--- src/rtl/imem_pkg.sv ---
// Shared types and sizing helpers for the loadable instruction-memory bank.
// No logic of its own; widths and state encoding used by the bank and its controller.
// Not applicable (package only).
package imem_pkg;

    localparam int DEF_DATA_W = 16;
    localparam int DEF_DEPTH  = 16;

    // Bank operating state: one-shot preload, normal operation, streamed reload.
    typedef enum logic [1:0] {
        ST_BOOT = 2'd0,
        ST_RUN  = 2'd1,
        ST_LOAD = 2'd2
    } state_t;

    // Source of the word written into any enabled entry this cycle.
    typedef enum logic [1:0] {
        SRC_INIT = 2'd0,
        SRC_CPU  = 2'd1,
        SRC_LOAD = 2'd2
    } src_t;

    // Address width for a given depth (at least one bit).
    function automatic int addr_w(input int depth);
        int w;
        w = 1;
        while ((1 << w) < depth) begin
            w = w + 1;
        end
        return w;
    endfunction

endpackage

--- src/rtl/imem_load_ctrl.sv ---
// Mode controller: BOOT/RUN/LOAD sequencing, reload pointer and per-entry write enables.
// Write enables are combinational from current state and inputs; LOAD_READY/LOAD_DONE are registered.
// Reload stalls indefinitely while LOAD_VALID is low; READY drops on the edge of the last handshake.
module imem_load_ctrl
    import imem_pkg::*;
#(
    parameter int DEPTH         = DEF_DEPTH,
    parameter bit RESET_PRELOAD = 1'b1,
    localparam int AW           = addr_w(DEPTH)
) (
    input  logic             CLOCK,
    input  logic             RESET,
    input  logic             i_write_enable,
    input  logic [AW-1:0]    i_write_select,
    input  logic             i_load_start,
    input  logic             i_load_valid,
    output logic             o_load_ready,
    output logic             o_load_done,
    output logic             o_busy,
    output src_t             o_src,
    output logic [DEPTH-1:0] o_entry_we
);

    localparam state_t        RST_STATE = RESET_PRELOAD ? ST_BOOT : ST_RUN;
    localparam logic [AW-1:0] LAST_PTR  = AW'(DEPTH - 1);

    state_t        r_state;
    state_t        w_state_nxt;
    logic [AW-1:0] r_ptr;
    logic          r_load_ready;
    logic          r_load_done;
    logic          w_handshake;
    logic          w_last;

    assign w_handshake = (r_state == ST_LOAD) && r_load_ready && i_load_valid;
    assign w_last      = w_handshake && (r_ptr == LAST_PTR);

    // State register; preload builds come out of reset in BOOT.
    always_ff @(posedge CLOCK or negedge RESET) begin
        if (!RESET) begin
            r_state <= RST_STATE;
        end else begin
            r_state <= w_state_nxt;
        end
    end

    // Next state: BOOT lasts one cycle, LOAD ends on the final word's handshake.
    always_comb begin
        w_state_nxt = r_state;
        case (r_state)
            ST_BOOT: w_state_nxt = ST_RUN;
            ST_RUN:  if (i_load_start) w_state_nxt = ST_LOAD;
            ST_LOAD: if (w_last) w_state_nxt = ST_RUN;
            default: w_state_nxt = ST_RUN;
        endcase
    end

    // Reload pointer plus registered READY/DONE; pointer holds at the last entry, never wraps.
    always_ff @(posedge CLOCK or negedge RESET) begin
        if (!RESET) begin
            r_ptr        <= '0;
            r_load_ready <= 1'b0;
            r_load_done  <= 1'b0;
        end else begin
            r_load_ready <= (w_state_nxt == ST_LOAD);
            r_load_done  <= w_last;
            if ((r_state == ST_RUN) && i_load_start) begin
                r_ptr <= '0;
            end else if (w_handshake && !w_last) begin
                r_ptr <= r_ptr + 1'b1;
            end
        end
    end

    // Outputs: which entries are written this cycle and from which source.
    always_comb begin
        o_busy     = (r_state != ST_RUN);
        o_src      = SRC_CPU;
        o_entry_we = '0;
        case (r_state)
            ST_BOOT: begin
                o_src      = SRC_INIT;
                o_entry_we = '1;
            end
            ST_RUN: begin
                if (i_write_enable) o_entry_we[i_write_select] = 1'b1;
            end
            ST_LOAD: begin
                o_src = SRC_LOAD;
                if (w_handshake) o_entry_we[r_ptr] = 1'b1;
            end
            default: o_entry_we = '0;
        endcase
    end

    assign o_load_ready = r_load_ready;
    assign o_load_done  = r_load_done;

endmodule

--- src/rtl/imem_bank_loadable.sv ---
// Instruction-memory bank with one-shot preload, single-word writes and streamed bulk reload.
// Reads are combinational with no write bypass; a write at edge N is visible after edge N.
// Reload uses LOAD_VALID/LOAD_READY; BUSY tells the CPU to stall fetch during BOOT and LOAD.
module imem_bank_loadable
    import imem_pkg::*;
#(
    parameter int DATA_W        = DEF_DATA_W,
    parameter int DEPTH         = DEF_DEPTH,
    parameter bit RESET_PRELOAD = 1'b1,
    localparam int AW           = addr_w(DEPTH)
) (
    input  logic                    CLOCK,
    input  logic                    RESET,
    input  logic [DEPTH*DATA_W-1:0] INIT_IMAGE,
    input  logic                    WRITE_ENABLE,
    input  logic [AW-1:0]           WRITE_SELECT,
    input  logic [DATA_W-1:0]       IMEM_INPUT,
    input  logic [AW-1:0]           READ_SELECT,
    output logic [DATA_W-1:0]       IMEM_OUTPUT,
    input  logic [AW-1:0]           DBG_SELECT,
    output logic [DATA_W-1:0]       DBG_OUTPUT,
    input  logic                    LOAD_START,
    input  logic                    LOAD_VALID,
    input  logic [DATA_W-1:0]       LOAD_DATA,
    output logic                    LOAD_READY,
    output logic                    LOAD_DONE,
    output logic                    BUSY
);

    logic [DATA_W-1:0] r_mem [DEPTH];
    src_t              w_src;
    logic [DEPTH-1:0]  w_entry_we;
    logic [DATA_W-1:0] w_wdat;

    imem_load_ctrl #(
        .DEPTH         (DEPTH),
        .RESET_PRELOAD (RESET_PRELOAD)
    ) u_ctrl (
        .CLOCK          (CLOCK),
        .RESET          (RESET),
        .i_write_enable (WRITE_ENABLE),
        .i_write_select (WRITE_SELECT),
        .i_load_start   (LOAD_START),
        .i_load_valid   (LOAD_VALID),
        .o_load_ready   (LOAD_READY),
        .o_load_done    (LOAD_DONE),
        .o_busy         (BUSY),
        .o_src          (w_src),
        .o_entry_we     (w_entry_we)
    );

    // Shared write data for single-entry writes: reload stream or CPU port.
    always_comb begin
        w_wdat = (w_src == SRC_LOAD) ? LOAD_DATA : IMEM_INPUT;
    end

    // Storage: every entry cleared on reset; enabled entries take the preload word or shared data.
    always_ff @(posedge CLOCK or negedge RESET) begin
        if (!RESET) begin
            for (int i = 0; i < DEPTH; i++) r_mem[i] <= '0;
        end else begin
            for (int i = 0; i < DEPTH; i++) begin
                if (w_entry_we[i]) begin
                    r_mem[i] <= (w_src == SRC_INIT) ? INIT_IMAGE[i*DATA_W +: DATA_W] : w_wdat;
                end
            end
        end
    end

    assign IMEM_OUTPUT = r_mem[READ_SELECT];
    assign DBG_OUTPUT  = r_mem[DBG_SELECT];

endmodule

--- config.mk ---
export PLATFORM = sky130hd
export DESIGN_NAME = imem_bank_loadable
export DESIGN_NICKNAME = d
export VERILOG_FILES = /design/src/rtl/imem_pkg.sv /design/src/rtl/imem_load_ctrl.sv /design/src/rtl/imem_bank_loadable.sv
export SDC_FILE = /design/constraint.sdc
export NUM_CORES = 1
export LEC_CHECK = 0
export ABC_CLOCK_PERIOD_IN_PS = 2300
export CAP_MARGIN = 10
export CORE_MARGIN = 5
export CORE_UTILIZATION = 35
export CTS_BUF_LIST = sky130_fd_sc_hd__clkbuf_2
export DETAILED_ROUTE_END_ITERATION = 8
export DONT_BUFFER_PORTS = 1
export GPL_ROUTABILITY_DRIVEN = 0
export GPL_TIMING_DRIVEN = 0
export HOLD_SLACK_MARGIN = 0.1
export PLACE_DENSITY_LB_ADDON = 0.2
export SETUP_SLACK_MARGIN = 0.15
export SLEW_MARGIN = 5
export SYNTH_ARGS = -nofsm -noshare
export SYNTH_HDL_FRONTEND = slang
export SYNTH_SLANG_ARGS = --single-unit
export TNS_END_PERCENT = 30
--- constraint.sdc ---
create_clock -name CLOCK -period 2.3 [get_ports CLOCK]
set_input_delay 0.23 -clock CLOCK [delete_from_list [all_inputs] [get_ports CLOCK]]
set_output_delay 0.23 -clock CLOCK [all_outputs]
set_load 0.03 [all_outputs]
==> reports/qor_table.md, run 1 <==
| Parameter | Reported |
|---|---|
| Number of setup buffers added after CTS | 29 |
| Mapped Avg Cell Area | 10.4 um^2 |
| Number of enable-type register cells in the synthesized netlist | 0 |
| Die Height | 222 um |
| Share of the yosys chip area belonging to registers | 42.1% |
| Top cell type's share of synthesized area | 42.1% |
| Failing step | clock tree synthesis (4_1_cts) |
| Placed Area | 16400 um^2 |
| X dimension of the die | 222 um |
| Number of buffers created by CTS | 77 |
| Estimated wirelength of the detail-placed design | 55600 um |
| Maximum clock path buffer count | 3 |
| Synth top area cells | sky130_fd_sc_hd__dfrtp_1 42%, sky130_fd_sc_hd__mux4_2 18%, sky130_fd_sc_hd__o21ai_0 13% |
| Initial cell density of the core | 35.4% |
| CTS H-Tree Depth | 3 |
| CTS Sinks | 264 |
| Cell Rows | 77 |
| Count leader, synth | sky130_fd_sc_hd__o21ai_0 |
| Most numerous cell types in the synthesized netlist | 404 x sky130_fd_sc_hd__o21ai_0, 264 x sky130_fd_sc_hd__dfrtp_1, 226 x sky130_fd_sc_hd__nand2_1 |
| Leading area contributor after synthesis | sky130_fd_sc_hd__dfrtp_1 |
| Total standard cell area after synthesis | 15700 um^2 |
| Count of cell types in the netlist | 39 |
| Register bit count reported by yosys | 264 |
| Post-synthesis async set-or-reset flop share | 100% |
| Count of input and output buffers | 0 |
| Tool error | [ERROR RSZ-0060] Max buffer count reached. |
| Warnings from Yosys | 0 |
| Synthesized netlist cell count | 1514 |
| CTS Hold Buffers Added | 454 |
| Root buf cell | sky130_fd_sc_hd__clkbuf_2 |
| Status | did not finish |
| Predominant post-synthesis flop cell | sky130_fd_sc_hd__dfrtp_1 |
| Synthesized net count | 1828 |
| Top-level port count | 340 |
| Resized Gates After CTS | 289 |
## metrics by stage
step                cells  setup WS [ns]  hold WS [ns]
floorplan            1514          0.327       -0.0656
detailed placement   2106          -1.11       -0.0447
global placement     2106          -1.12       -0.0417
## cell families after synthesis
| kind of cell | synth area share, % |
|---|---|
| AOI/OAI and AO/OA | 19.0 |
| buffers and inverters | 6.05 |
| xor gates and xnor gates | 0.112 |
| muxes | 24.6 |
| DFF | 42.1 |
| and+or+nand+nor | 7.44 |
| adders and majority gates | 0.718 |
==> run 2: changes to the inputs <==
CORE_UTILIZATION = 20   (was 35)
CTS_BUF_LIST = unset   (was sky130_fd_sc_hd__clkbuf_2)
HOLD_SLACK_MARGIN = unset   (was 0.1)
PLACE_DENSITY_LB_ADDON = 0.15   (was 0.2)
SETUP_SLACK_MARGIN = unset   (was 0.15)
==> run 2 against run 1 <==
  * The flow now finishes, with violations (negative hold slack)
  * Area after synthesis unchanged
  * Synthesized cell count unchanged
==> reports/qor_table.md, run 2 <==
| Parameter | Reported | Change |
|---|---|---|
| Number of enable-type register cells in the synthesized netlist | 0 | unchanged |
| Status | finished, violations left |  |
| Total Routed Length | 87900 um |  |
| Clock share of power | 18.7% |  |
| Final #Nets | 2161 |  |
| Count of input and output buffers | 0 | unchanged |
| CTS H-Tree Depth | 2 | -1 |
| Cell Rows | 102 | +32% |
| Top-level port count | 340 | unchanged |
| Worst reg2reg path endpoint | r_mem[191] |  |
| Synthesized net count | 1828 | unchanged |
| Post-synthesis async set-or-reset flop share | 100% | unchanged |
| Starting DRT DRC Count | 1175 |  |
| Maximum clock path buffer count | 3 | unchanged |
| Top Registers | r_mem (256), u_ctrl.r_ptr (4), u_ctrl.r_state (2) |  |
| Worst-case reg-to-reg path depth | 9 |  |
| Residual DRC count | 0 |  |
| Largest fanout of any net on the critical path | 3 |  |
| Most common cell after layout, fill and taps aside | sky130_fd_sc_hd__o21ai_0 |  |
| Warnings from Yosys | 0 | unchanged |
| Register bit count reported by yosys | 264 | unchanged |
| Mapped Avg Cell Area | 10.4 um^2 | unchanged |
| Die Area | 84100 um^2 |  |
| Count leader, synth | sky130_fd_sc_hd__o21ai_0 |  |
| Violations in the final reports | negative hold slack |  |
| Placed Area | 17000 um^2 | +3.4% |
| Power Total | 31400 uW |  |
| Net switching component of the power | 14200 uW |  |
| Total standard cell area after synthesis | 15700 um^2 | unchanged |
| Reg2Reg Launch Point | u_ctrl.r_state[0] |  |
| Max Freq | 435 MHz |  |
| Worst Path Required | 2.07 ns |  |
| Post-route clock skew | 0.0262 ns |  |
| Root buf cell | sky130_fd_sc_hd__clkbuf_16 |  |
| Die Height | 290 um | +31% |
| Final Setup Violations | 0 |  |
| Worst EP arrival | 2.07 ns |  |
| Routed via count divided by cell count | 4.89 |  |
| CTS tree | done |  |
| Static leakage | 0.00919 uW |  |
| Synth top area cells | sky130_fd_sc_hd__dfrtp_1 42%, sky130_fd_sc_hd__mux4_2 18%, sky130_fd_sc_hd__o21ai_0 13% |  |
| Largest net degree at the start of global routing | 265 |  |
| Worst relative slew slack | 40.3% |  |
| Initial cell density of the core | 20.2% | -15 points |
| Class of the most critical hold timing path | in -> async |  |
| Estimated wirelength of the detail-placed design | 68600 um | +23% |
| Most frequent cells in the layout | 402 x sky130_fd_sc_hd__o21ai_0, 264 x sky130_fd_sc_hd__dfrtp_1, 256 x sky130_fd_sc_hd__dlygate4sd3_1 |  |
| RSZ-0062 raised after global routing | yes |  |
| Via count of the first global-routing pass | 15100 |  |
| Layout Area Growth over Synthesis | 41.9% |  |
| Top cell type's share of synthesized area | 42.1% | unchanged |
| Antenna violations before repair | 35 |  |
| P per Cell Area | 1410 nW/um^2 |  |
| Average routed wire per standard cell | 29.9 um |  |
| Fraction of final layout cells sized beyond drive strength 1 | 23.9% |  |
| Internal power summed over all cells | 17300 uW |  |
| X dimension of the die | 290 um | +31% |
| Post-CTS clock slew at the launch and capture registers of the worst setup and hold paths | 0.06 ns |  |
| First-pass iteration count of the detailed router | 5 |  |
| Final number of hold-violating endpoints | 264 |  |
| Leading area contributor after synthesis | sky130_fd_sc_hd__dfrtp_1 |  |
| Max FFs per register | 256 |  |
| Core box area | 77600 um^2 |  |
| Post-route design area | 22300 um^2 |  |
| Register with the most flip-flops | r_mem |  |
| Predominant post-synthesis flop cell | sky130_fd_sc_hd__dfrtp_1 |  |
| Launching element type of the critical path | flop |  |
| Count of cell types in the netlist | 39 | unchanged |
| Comb pwr share | 52.3% |  |
| CTS Hold Buffers Added | 256 | -44% |
| Synthesized netlist cell count | 1514 | unchanged |
| Total negative slack for setup checks | 0 ns |  |
| CTS Sinks | 264 | unchanged |
| Time the worst path needs with I/O delays and setup | 2.30 ns |  |
| Grt total ovfl | 0 |  |
| Fraction of power spent switching nets | 45.1% |  |
| Worst IR drop on VDD | 0.433 mV |  |
| Worst setup slack for register-to-register paths | 0.04 ns |  |
| Number of buffers created by CTS | 36 | -53% |
| Worst Path Class, Setup | reg -> out |  |
| Global-route wire length before repair | 121000 um |  |
| Final period util | 99.9% |  |
| Slew at the pin with the worst max-slew slack | 0.892 ns |  |
| Routed via count | 14400 |  |
| CP Capture Type | output port |  |
| Overall routing resource usage | 20.1% |  |
| Clk Latency, worst-skew pair | 0.56 ns |  |
| Worst Hold Slack | -0.592 ns |  |
| Final ANT Viol Nets | 0 |  |
| Register share of total power | 29.0% |  |
| Total of max-cap violations | 0 |  |
| Share of the yosys chip area belonging to registers | 42.1% | unchanged |
| Most numerous cell types in the synthesized netlist | 404 x sky130_fd_sc_hd__o21ai_0, 264 x sky130_fd_sc_hd__dfrtp_1, 226 x sky130_fd_sc_hd__nand2_1 |  |
| Max Transition Viols Final | 0 |  |
## run 2: cell counts after synthesis
No cell type changed its count.
## run 2: metrics by stage
step | setup WS [ns] | util (%) | std cells
floorplan | 0.327 | - | 1514
global placement | -1.35 | 21.9 | 2554
detailed placement | -1.36 | 21.9 | 2554
CTS | -0.0626 | 28.2 | 2902
global route | -0.0274 | 28.7 | 2925
finish | 0.00263 | 28.7 | 2937
## run 2: what timing repair did
item,in CTS,in global routing
setup buffers,29,11
setup endpoints to repair,288,260
hold endpoints to repair,526,264
pin swaps,20,10
resized for setup,248,66
## run 2: layout make-up
cell class	count	area (um^2)
multi-input cells	1027	8790
fillers	8307	55300
clock buffers	51	1030
repair buffers	296	2960
plain buffers	135	1040
inverters	87	327
well taps	1040	1300
clock inverters	12	146
diodes	25	62.6
flip-flops and latches	264	6610
## run 2: routing by layer
metal  track usage (%)  vias to the layer above  wire, um  part of all wire, %
met5                 0                        -       104                 0.12
met4              5.19                       16      2510                  2.9
met3              5.46                      108      6110                  7.0
met2              33.8                      506     42200                   48
met1              25.6                     7457     36900                   42
li1                  -                     6264         -                    -
## run 2: cell families after synthesis
family / Yosys count / share of synthesized area, %
compound gates: 524 / 19.0
simple gates: 267 / 7.44
flops: 264 / 42.1
mux: 225 / 24.6
buf+inv: 223 / 6.05
fa+ha+maj: 9 / 0.718
xor+xnor: 2 / 0.112
## run 2: power by group through the flow
stage | clock network [uW] | registers (uW) | logic (uW)
2_1_floorplan | 0 | 8260 | 9050
6_report | 5870 | 9100 | 16400
4_1_cts | 6030 | 9030 | 16000
3_3_place_gp | 0 | 8970 | 13700
3_5_place_dp | 0 | 9100 | 13800
5_1_grt | 6160 | 9370 | 17600
## run 2: worst max path at each step
stage	end	startpoint	cells after the start	slack, ns
final	IMEM_OUTPUT[14]	r_mem[30]	3	0.003
after global routing	DBG_OUTPUT[5]	r_mem[21]	3	-0.03
after CTS	IMEM_OUTPUT[3]	r_mem[131]	3	-0.06
after detailed placement	r_mem[248]	u_ctrl.r_state[1]	10	-1.36
after global placement	r_mem[248]	u_ctrl.r_state[1]	10	-1.35
after floorplan	r_mem[117]	u_ctrl.r_state[1]	7	0.33
## run 2: critical path, stage by stage (launching register included)
cell and delay (ns):
sky130_fd_sc_hd__dfrtp_1 0.46, sky130_fd_sc_hd__mux4_2 0.49, sky130_fd_sc_hd__a22oi_1 0.29, sky130_fd_sc_hd__nand2_2 0.26
No activity file was read; power rests on OpenSTA's default activity.
